**config.mk**
```make
export PLATFORM = sky130hd
export DESIGN_NAME = uart_tx_pacer_fifo
export DESIGN_NICKNAME = d
export VERILOG_FILES = /design/src/rtl/uart_pkg.sv /design/src/rtl/uart_byte_fifo.sv /design/src/rtl/uart_tx_pacer_fifo.sv
export SDC_FILE = /design/constraint.sdc
export NUM_CORES = 1
export LEC_CHECK = 0
export CAP_MARGIN = 10
export CORE_ASPECT_RATIO = 0.8
export CORE_UTILIZATION = 30
export CTS_CLUSTER_DIAMETER = 80
export CTS_CLUSTER_SIZE = 14
export DETAILED_ROUTE_END_ITERATION = 10
export PLACE_DENSITY_LB_ADDON = 0.05
export SYNTH_ARGS = -nofsm -noshare
export SYNTH_HDL_FRONTEND = slang
export SYNTH_SLANG_ARGS = --single-unit
```
**constraint.sdc**
```tcl
create_clock -name sys_clk -period 3.8 [get_ports sys_clk]
set_clock_uncertainty 0.1 [all_clocks]
set_input_delay 0.76 -clock sys_clk [delete_from_list [all_inputs] [get_ports sys_clk]]
set_output_delay 0.76 -clock sys_clk [all_outputs]
set_load 0.1 [all_outputs]
```
**src/rtl/uart_pkg.sv**
```systemverilog
// Shared constants, pacing-gap helper and FSM encoding
// for the UART loopback byte pacer.
package uart_pkg;

  localparam int unsigned CLK_FREQ_DEF   = 50_000_000;
  localparam int unsigned BAUD_DEF       = 9600;
  localparam int unsigned FRAME_BITS_DEF = 11;

  typedef enum logic {
    IDLE = 1'b0,
    WAIT = 1'b1
  } pace_state_e;

  function automatic int unsigned gap_cycles(
    input int unsigned clk_freq,
    input int unsigned baud,
    input int unsigned frame_bits
  );
    return (clk_freq / baud) * frame_bits;
  endfunction

endpackage

```
**src/rtl/uart_byte_fifo.sv**
```systemverilog
// Register-array byte FIFO; a write into a full FIFO is
// accepted only when a read frees a slot in the same cycle.
module uart_byte_fifo
  import uart_pkg::*;
#(
  parameter int unsigned ADDR_W = 4
) (
  input  logic            clk_i,
  input  logic            rst_ni,
  input  logic            wr_en_i,
  input  logic [7:0]      wr_data_i,
  input  logic            rd_en_i,
  output logic [7:0]      rd_data_o,
  output logic            wr_drop_o,
  output logic [ADDR_W:0] count_o,
  output logic            full_o,
  output logic            empty_o
);

  localparam int unsigned DEPTH = 2 ** ADDR_W;

  logic [7:0]        mem_q [DEPTH];
  logic [ADDR_W-1:0] wptr_q;
  logic [ADDR_W-1:0] rptr_q;
  logic [ADDR_W:0]   cnt_q;
  logic [ADDR_W:0]   cnt_d;
  logic              full_q;
  logic              empty_q;
  logic              wr_ok;
  logic              rd_ok;

  assign rd_ok     = rd_en_i && !empty_q;
  assign wr_ok     = wr_en_i && (!full_q || rd_ok);
  assign wr_drop_o = wr_en_i && !wr_ok;
  assign rd_data_o = mem_q[rptr_q];
  assign count_o   = cnt_q;
  assign full_o    = full_q;
  assign empty_o   = empty_q;

  always_comb begin
    cnt_d = cnt_q;
    unique case (1'b1)
      wr_ok && !rd_ok: cnt_d = cnt_q + 1'b1;
      rd_ok && !wr_ok: cnt_d = cnt_q - 1'b1;
      default:         cnt_d = cnt_q;
    endcase
  end

  always_ff @(posedge clk_i) begin
    if (wr_ok) mem_q[wptr_q] <= wr_data_i;
  end

  always_ff @(posedge clk_i or negedge rst_ni) begin
    if (!rst_ni) begin
      wptr_q  <= '0;
      rptr_q  <= '0;
      cnt_q   <= '0;
      full_q  <= 1'b0;
      empty_q <= 1'b1;
    end else begin
      if (wr_ok) wptr_q <= wptr_q + 1'b1;
      if (rd_ok) rptr_q <= rptr_q + 1'b1;
      cnt_q   <= cnt_d;
      full_q  <= (cnt_d == (ADDR_W + 1)'(DEPTH));
      empty_q <= (cnt_d == '0);
    end
  end

endmodule

```
**src/rtl/uart_tx_pacer_fifo.sv**
```systemverilog
// Buffers received bytes and relaunches them to the
// transmitter no faster than one frame time apart.
module uart_tx_pacer_fifo
  import uart_pkg::*;
#(
  parameter int unsigned UART_BAUD_RATE = BAUD_DEF,
  parameter int unsigned CLK_FREQ       = CLK_FREQ_DEF,
  parameter int unsigned FRAME_BITS     = FRAME_BITS_DEF,
  parameter int unsigned ADDR_W         = 4
) (
  input  logic            sys_clk,
  input  logic            sys_rstn,
  input  logic [7:0]      rx_data,
  input  logic            rx_valid,
  output logic [7:0]      tx_data,
  output logic            tx_start,
  output logic [ADDR_W:0] fifo_count,
  output logic            fifo_full,
  output logic            fifo_empty,
  output logic            overflow
);

  localparam int unsigned GAP =
    gap_cycles(CLK_FREQ, UART_BAUD_RATE, FRAME_BITS);
  localparam int unsigned CNT_W = (GAP > 1) ? $clog2(GAP) : 1;
  localparam logic [CNT_W-1:0] GAP_LOAD = CNT_W'(GAP - 1);

  pace_state_e state_q;
  logic [CNT_W-1:0] gap_q;
  logic [7:0]       tx_data_q;
  logic             tx_start_q;
  logic             ovf_q;
  logic [7:0]       head;
  logic             drop;
  logic             pop;

  assign pop = (state_q == IDLE) && !fifo_empty;

  uart_byte_fifo #(
    .ADDR_W (ADDR_W)
  ) u_fifo (
    .clk_i     (sys_clk),
    .rst_ni    (sys_rstn),
    .wr_en_i   (rx_valid),
    .wr_data_i (rx_data),
    .rd_en_i   (pop),
    .rd_data_o (head),
    .wr_drop_o (drop),
    .count_o   (fifo_count),
    .full_o    (fifo_full),
    .empty_o   (fifo_empty)
  );

  // Gap counter reaches zero GAP-1 cycles after the launch,
  // so launches land exactly GAP+1 cycles apart.
  always_ff @(posedge sys_clk or negedge sys_rstn) begin
    if (!sys_rstn) begin
      state_q    <= IDLE;
      gap_q      <= '0;
      tx_data_q  <= 8'h00;
      tx_start_q <= 1'b0;
      ovf_q      <= 1'b0;
    end else begin
      tx_start_q <= 1'b0;
      if (drop) ovf_q <= 1'b1;
      case (state_q)
        IDLE: begin
          if (pop) begin
            tx_data_q  <= head;
            tx_start_q <= 1'b1;
            gap_q      <= GAP_LOAD;
            state_q    <= WAIT;
          end
        end
        WAIT: begin
          if (gap_q == '0) state_q <= IDLE;
          else             gap_q   <= gap_q - 1'b1;
        end
      endcase
    end
  end

  assign tx_data  = tx_data_q;
  assign tx_start = tx_start_q;
  assign overflow = ovf_q;

endmodule

```
==> results.md <==
Power and ir drop:
- The power per standard cell area is 800 mW/mm^2.
- The analysis attributes to cell leakage a power of approximately 3 nW.
- Across the VDD grid, the largest voltage drop is ~440 uV.

STA:
- The transition time at the pin with the least slew margin is about 1.1 ns.
- Setup violations remaining at the end of the flow were counted as 0.
- Dividing the final minimum period by the clock period gives approximately 84%.
- Subtracting the final worst setup slack from the clock period gives about 3.2 ns.
- Setup repair after global routing left no endpoint under its margin.
- The final hold violation count is 0.
- The final sum of negative setup slack is 0 ns.
- Hold timing on the final database bottoms out at a slack of about 0.21 ns.
- The max-slew violation count is 0.
- Derived from the worst setup path, the maximum achievable clock frequency is between 0.3 and 0.4 GHz.
- Headroom to the max-slew limit came out at between 20% and 30%.

Worst setup path:
- The critical path goes through or2_2 > a21boi_1 > inv_1 > ha_1 > xor2_1 > ha_1 > mux2_2 > nor3b_1 > mux2i_1 > a2111oi_0.
- The critical-path cell with the highest stage delay is a2111oi_0.
- The family with the most delay on the worst path is compound AO/OA/AOI/OAI gates.
- Together, buffers and inverters on the worst path number 1.
- Along the worst path, the maximum fanout reaches 15.
- For the worst setup path, the data arrival time is 3.37 ns.
- The critical path in this run is classified as reg -> reg.
- In this run the critical register-to-register path is captured at u_fifo.empty_o$_DFF_PN1_.
- The data required time of the worst path is roughly 4 ns.
- STA classifies the critical path startpoint as a register.
- On the worst path, the slowest cell contributes a delay of 0.46 ns.
- The number of gates on the worst path with buffers counted is 10.
- The depth of the most critical reg-to-reg path is 10.
- The worst setup path is captured at a register.
- The setup check on the worst reg-to-reg path leaves a slack of 0.61 ns.
- By instance count, the cell type seen most on the critical path is ha_1.
- The startpoint identified for the worst register-to-register timing path is u_fifo.empty_o$_DFF_PN1_.

Detailed routing:
- The DRC violation count after routing is 0.
- The detail-routed via count per cell is a little under 5.
- The DRC violation total after the first TritonRoute iteration is roughly 370.
- After detailed routing, the average wire length per cell comes to roughly 20 um.
- The total wire length is approximately 18000 um.
- The final route contains roughly 4.3k vias.
- The count of nets left with antenna violations once routing finished came out at 0.
- The number of search-and-repair iterations in the first detailed-routing pass is 4.

Die:
- From bottom edge to top edge, the die measures between 100 and 150 um.
- The core area is 0.0236 mm^2.
- 28 I/O pins were placed.
- The floorplan has 50 rows.
- The floorplan step defined a die boundary enclosing 0.0248 mm^2.
- The starting density of the core is a little under a third.
- Measured along the x axis, the die boundary spans ~180 um.

Clock tree:
- The deepest level of the CTS H-tree is 4.
- Clock tree synthesis selected as its root buffer the cell clkbuf_16.
- The count of clock tree sinks is between 150 and 200.
- Post-CTS timing repair inserted 0 buffers for setup.
- The maximum clock insertion buffer count is 2.
- The TritonCTS clock tree is yes.
- At the later pin of the worst-skew pair, clock insertion delay measures ~0.43 ns.
- Post-CTS repair changed the size of 0 cells.
- The clock transition at the registers of the reported paths is approximately 0.07 ns.
- The number of hold buffers added after CTS was 0.
- The number of buffers created by CTS is 17.

Synthesis:
- Counting every net in the synthesized netlist gives between 500 and 600.
- The synthesized flop and latch total is 170.
- The synthesized cell area is 0.00726 mm^2.
- The count of yosys warnings during synthesis is 0.
- The sequential share of the synthesized area is 67.4%.
- The number of flops mapped to enable cells by yosys is between 100 and 150.
- Counting every instance in the synthesized netlist gives roughly 520.
- By area the synthesized netlist is led by edfxtp_1 53%, dfrtp_1 14%, mux2i_1 9.5%.
- Summed over all instances, the cell type with the most area after synthesis is edfxtp_1.
- A synthesized cell averages 13.9 um^2.
- After synthesis, the largest area contributor takes up a little over half of total cell area.
- The netlist uses between 50 and 60 different library cells.
- The most instantiated flip-flop cell in the synthesis netlist is edfxtp_1.
- The fraction of synthesis flops using an asynchronous set or reset pin is between 20 and 25%.

Global routing:
- The number of global-route vias before repair is around 4.4k.
- The wire length of the first global-routing pass is roughly 27000 um.
- The number of antenna violations at the first check in global routing is 0.
- The global routing usage summed across all routing layers is between 10% and 20%.
- The overflow left after global routing is 0.
- The pin count of the biggest net entering global routing is 41.

Placed design:
- The cell area reported after detailed placement is approximately 0.008 mm^2.
- The post-detailed-placement half-perimeter wirelength is approximately 11000 um.
- The routability congestion estimate from global placement is slightly above 0.8.
- The number of port buffers is 27.
- Once placement completed, the tool counted placed cells totaling between 800 and 900.

Final layout:
- In the layout the commonest cells are 128 x edfxtp_1, 69 x mux2i_1, 45 x nor2_1.
- The number of fill cells in the layout is approximately 2.2k.
- The share of the core filled with cells in the final layout is between 30% and 40%.
- The footprint of the multi-input gates is about 0.0022 mm^2.
- In the final layout, flip-flops and latches occupy between 0.004 and 0.005 mm^2.
- The number of non-filler instances in the completed layout is 888.
- The most frequent standard cell in the layout excluding fill and tap cells is edfxtp_1.
- The area of all placed cells without fillers is between 0.008 and 0.009 mm^2.
- Compared with the post-synthesis result, the final layout area differs by 17.9%.
- The fraction of layout instances using a drive strength above 1 is 12.0%.
- For this run, the post-layout net count is between 500 and 600.

Hold path:
- The class of the most critical hold timing path is in -> async.

Job:
- The count of maximum capacitance violations is 0.

Outcome:
- The flow ran to the end, and the final reports show no timing, DRC or antenna violations.
[worst reg2reg max path, delay by kind of cell, from the launching register on]
kind,cells,cell delay (ns)
adder cells (fa/ha/maj),2,0.48
AND/OR/NAND/NOR,2,0.66
flip-flops,1,0.41
buffers and inverters,1,0.09
AO/OA/AOI/OAI,2,0.72
XOR/XNOR,1,0.15
multiplexers,2,0.43
[flip-flops by register name, indices dropped and copies added (netlist names)]
register and flops:
u_fifo.rptr_q 4, overflow 1, u_fifo.count_o 5, u_fifo.wptr_q 4, u_fifo.mem_q 128, gap_q 16, u_fifo.empty_o 1, state_q 1
tx_start 1, u_fifo.full_o 1, tx_data 8
[metrics by stage]
step	total power [mW]	setup slack (ns)
6_report	6.85	0.613
5_1_grt	7.22	0.379
4_1_cts	6.93	0.550
3_5_place_dp	5.16	0.218
3_3_place_gp	5.14	0.272
2_1_floorplan	4.40	0.304
[cell families after synthesis]
group	after synthesis	share of synthesized area, %
buffers and inverters	38	2.15
AO/OA/AOI/OAI	94	8.65
adder cells (fa/ha/maj)	9	1.55
XOR/XNOR	9	1.09
AND/OR/NAND/NOR	132	9.29
flip-flops	170	67.4
multiplexers	71	9.82
[power breakdown]
part	total [mW]	switching, mW	internal, mW
clock	1.76	0.771	0.986
combinational	2.42	1.62	0.802
sequential	2.67	0.338	2.33
[worst max-delay path by stage]
stage / startpoint / end / slack, ns
floorplan: u_fifo.empty_o$_DFF_PN1_ / u_fifo.empty_o$_DFF_PN1_ / 0.30
global placement: rx_valid / u_fifo.empty_o$_DFF_PN1_ / 0.27
detailed placement: rx_valid / u_fifo.empty_o$_DFF_PN1_ / 0.22
CTS: u_fifo.empty_o$_DFF_PN1_ / u_fifo.empty_o$_DFF_PN1_ / 0.55
global route: u_fifo.empty_o$_DFF_PN1_ / u_fifo.empty_o$_DFF_PN1_ / 0.38
finish: u_fifo.empty_o$_DFF_PN1_ / u_fifo.empty_o$_DFF_PN1_ / 0.61
[final cells by class]
| type | instances | share of cell area, % |
|---|---|---|
| inverters | 9 | 0.395 |
| clock inverters | 14 | 1.86 |
| repair buffers | 49 | 5.09 |
| flip-flops and latches | 170 | 57.3 |
| well taps | 312 | 4.56 |
| diodes | 1 | 0.0292 |
| clock buffers | 18 | 5.02 |
| multi-input cells | 315 | 25.8 |
[synth_stat cells (all sizes together), types with 3 or more instances]
library cell  count
nand3             7
nor3b             4
o211ai            3
nand2b            7
o31ai             3
a2111oi           3
or2               5
o21ai            19
nor3             12
nor2b             3
a211oi            3
edfxtp          128
xnor2             7
buf              10
dfrtp            41
o22ai            24
nor2             45
mux2i            69
o32ai             8
ha                9
clkbuf           19
or3               3
nand4             6
or4               3
nand2            22
inv               9
a21o              4
a31oi            12
a21oi             4
[per-layer routing]
layer  wire, um  vias up  track usage, %
met5          0        -               0
met4        155        0            4.26
met3        948       10            3.13
met2       7780       66            22.5
met1       8710     2194            22.0
li1           -     2075               -
Note: power is estimated with default switching activity, not from simulation.
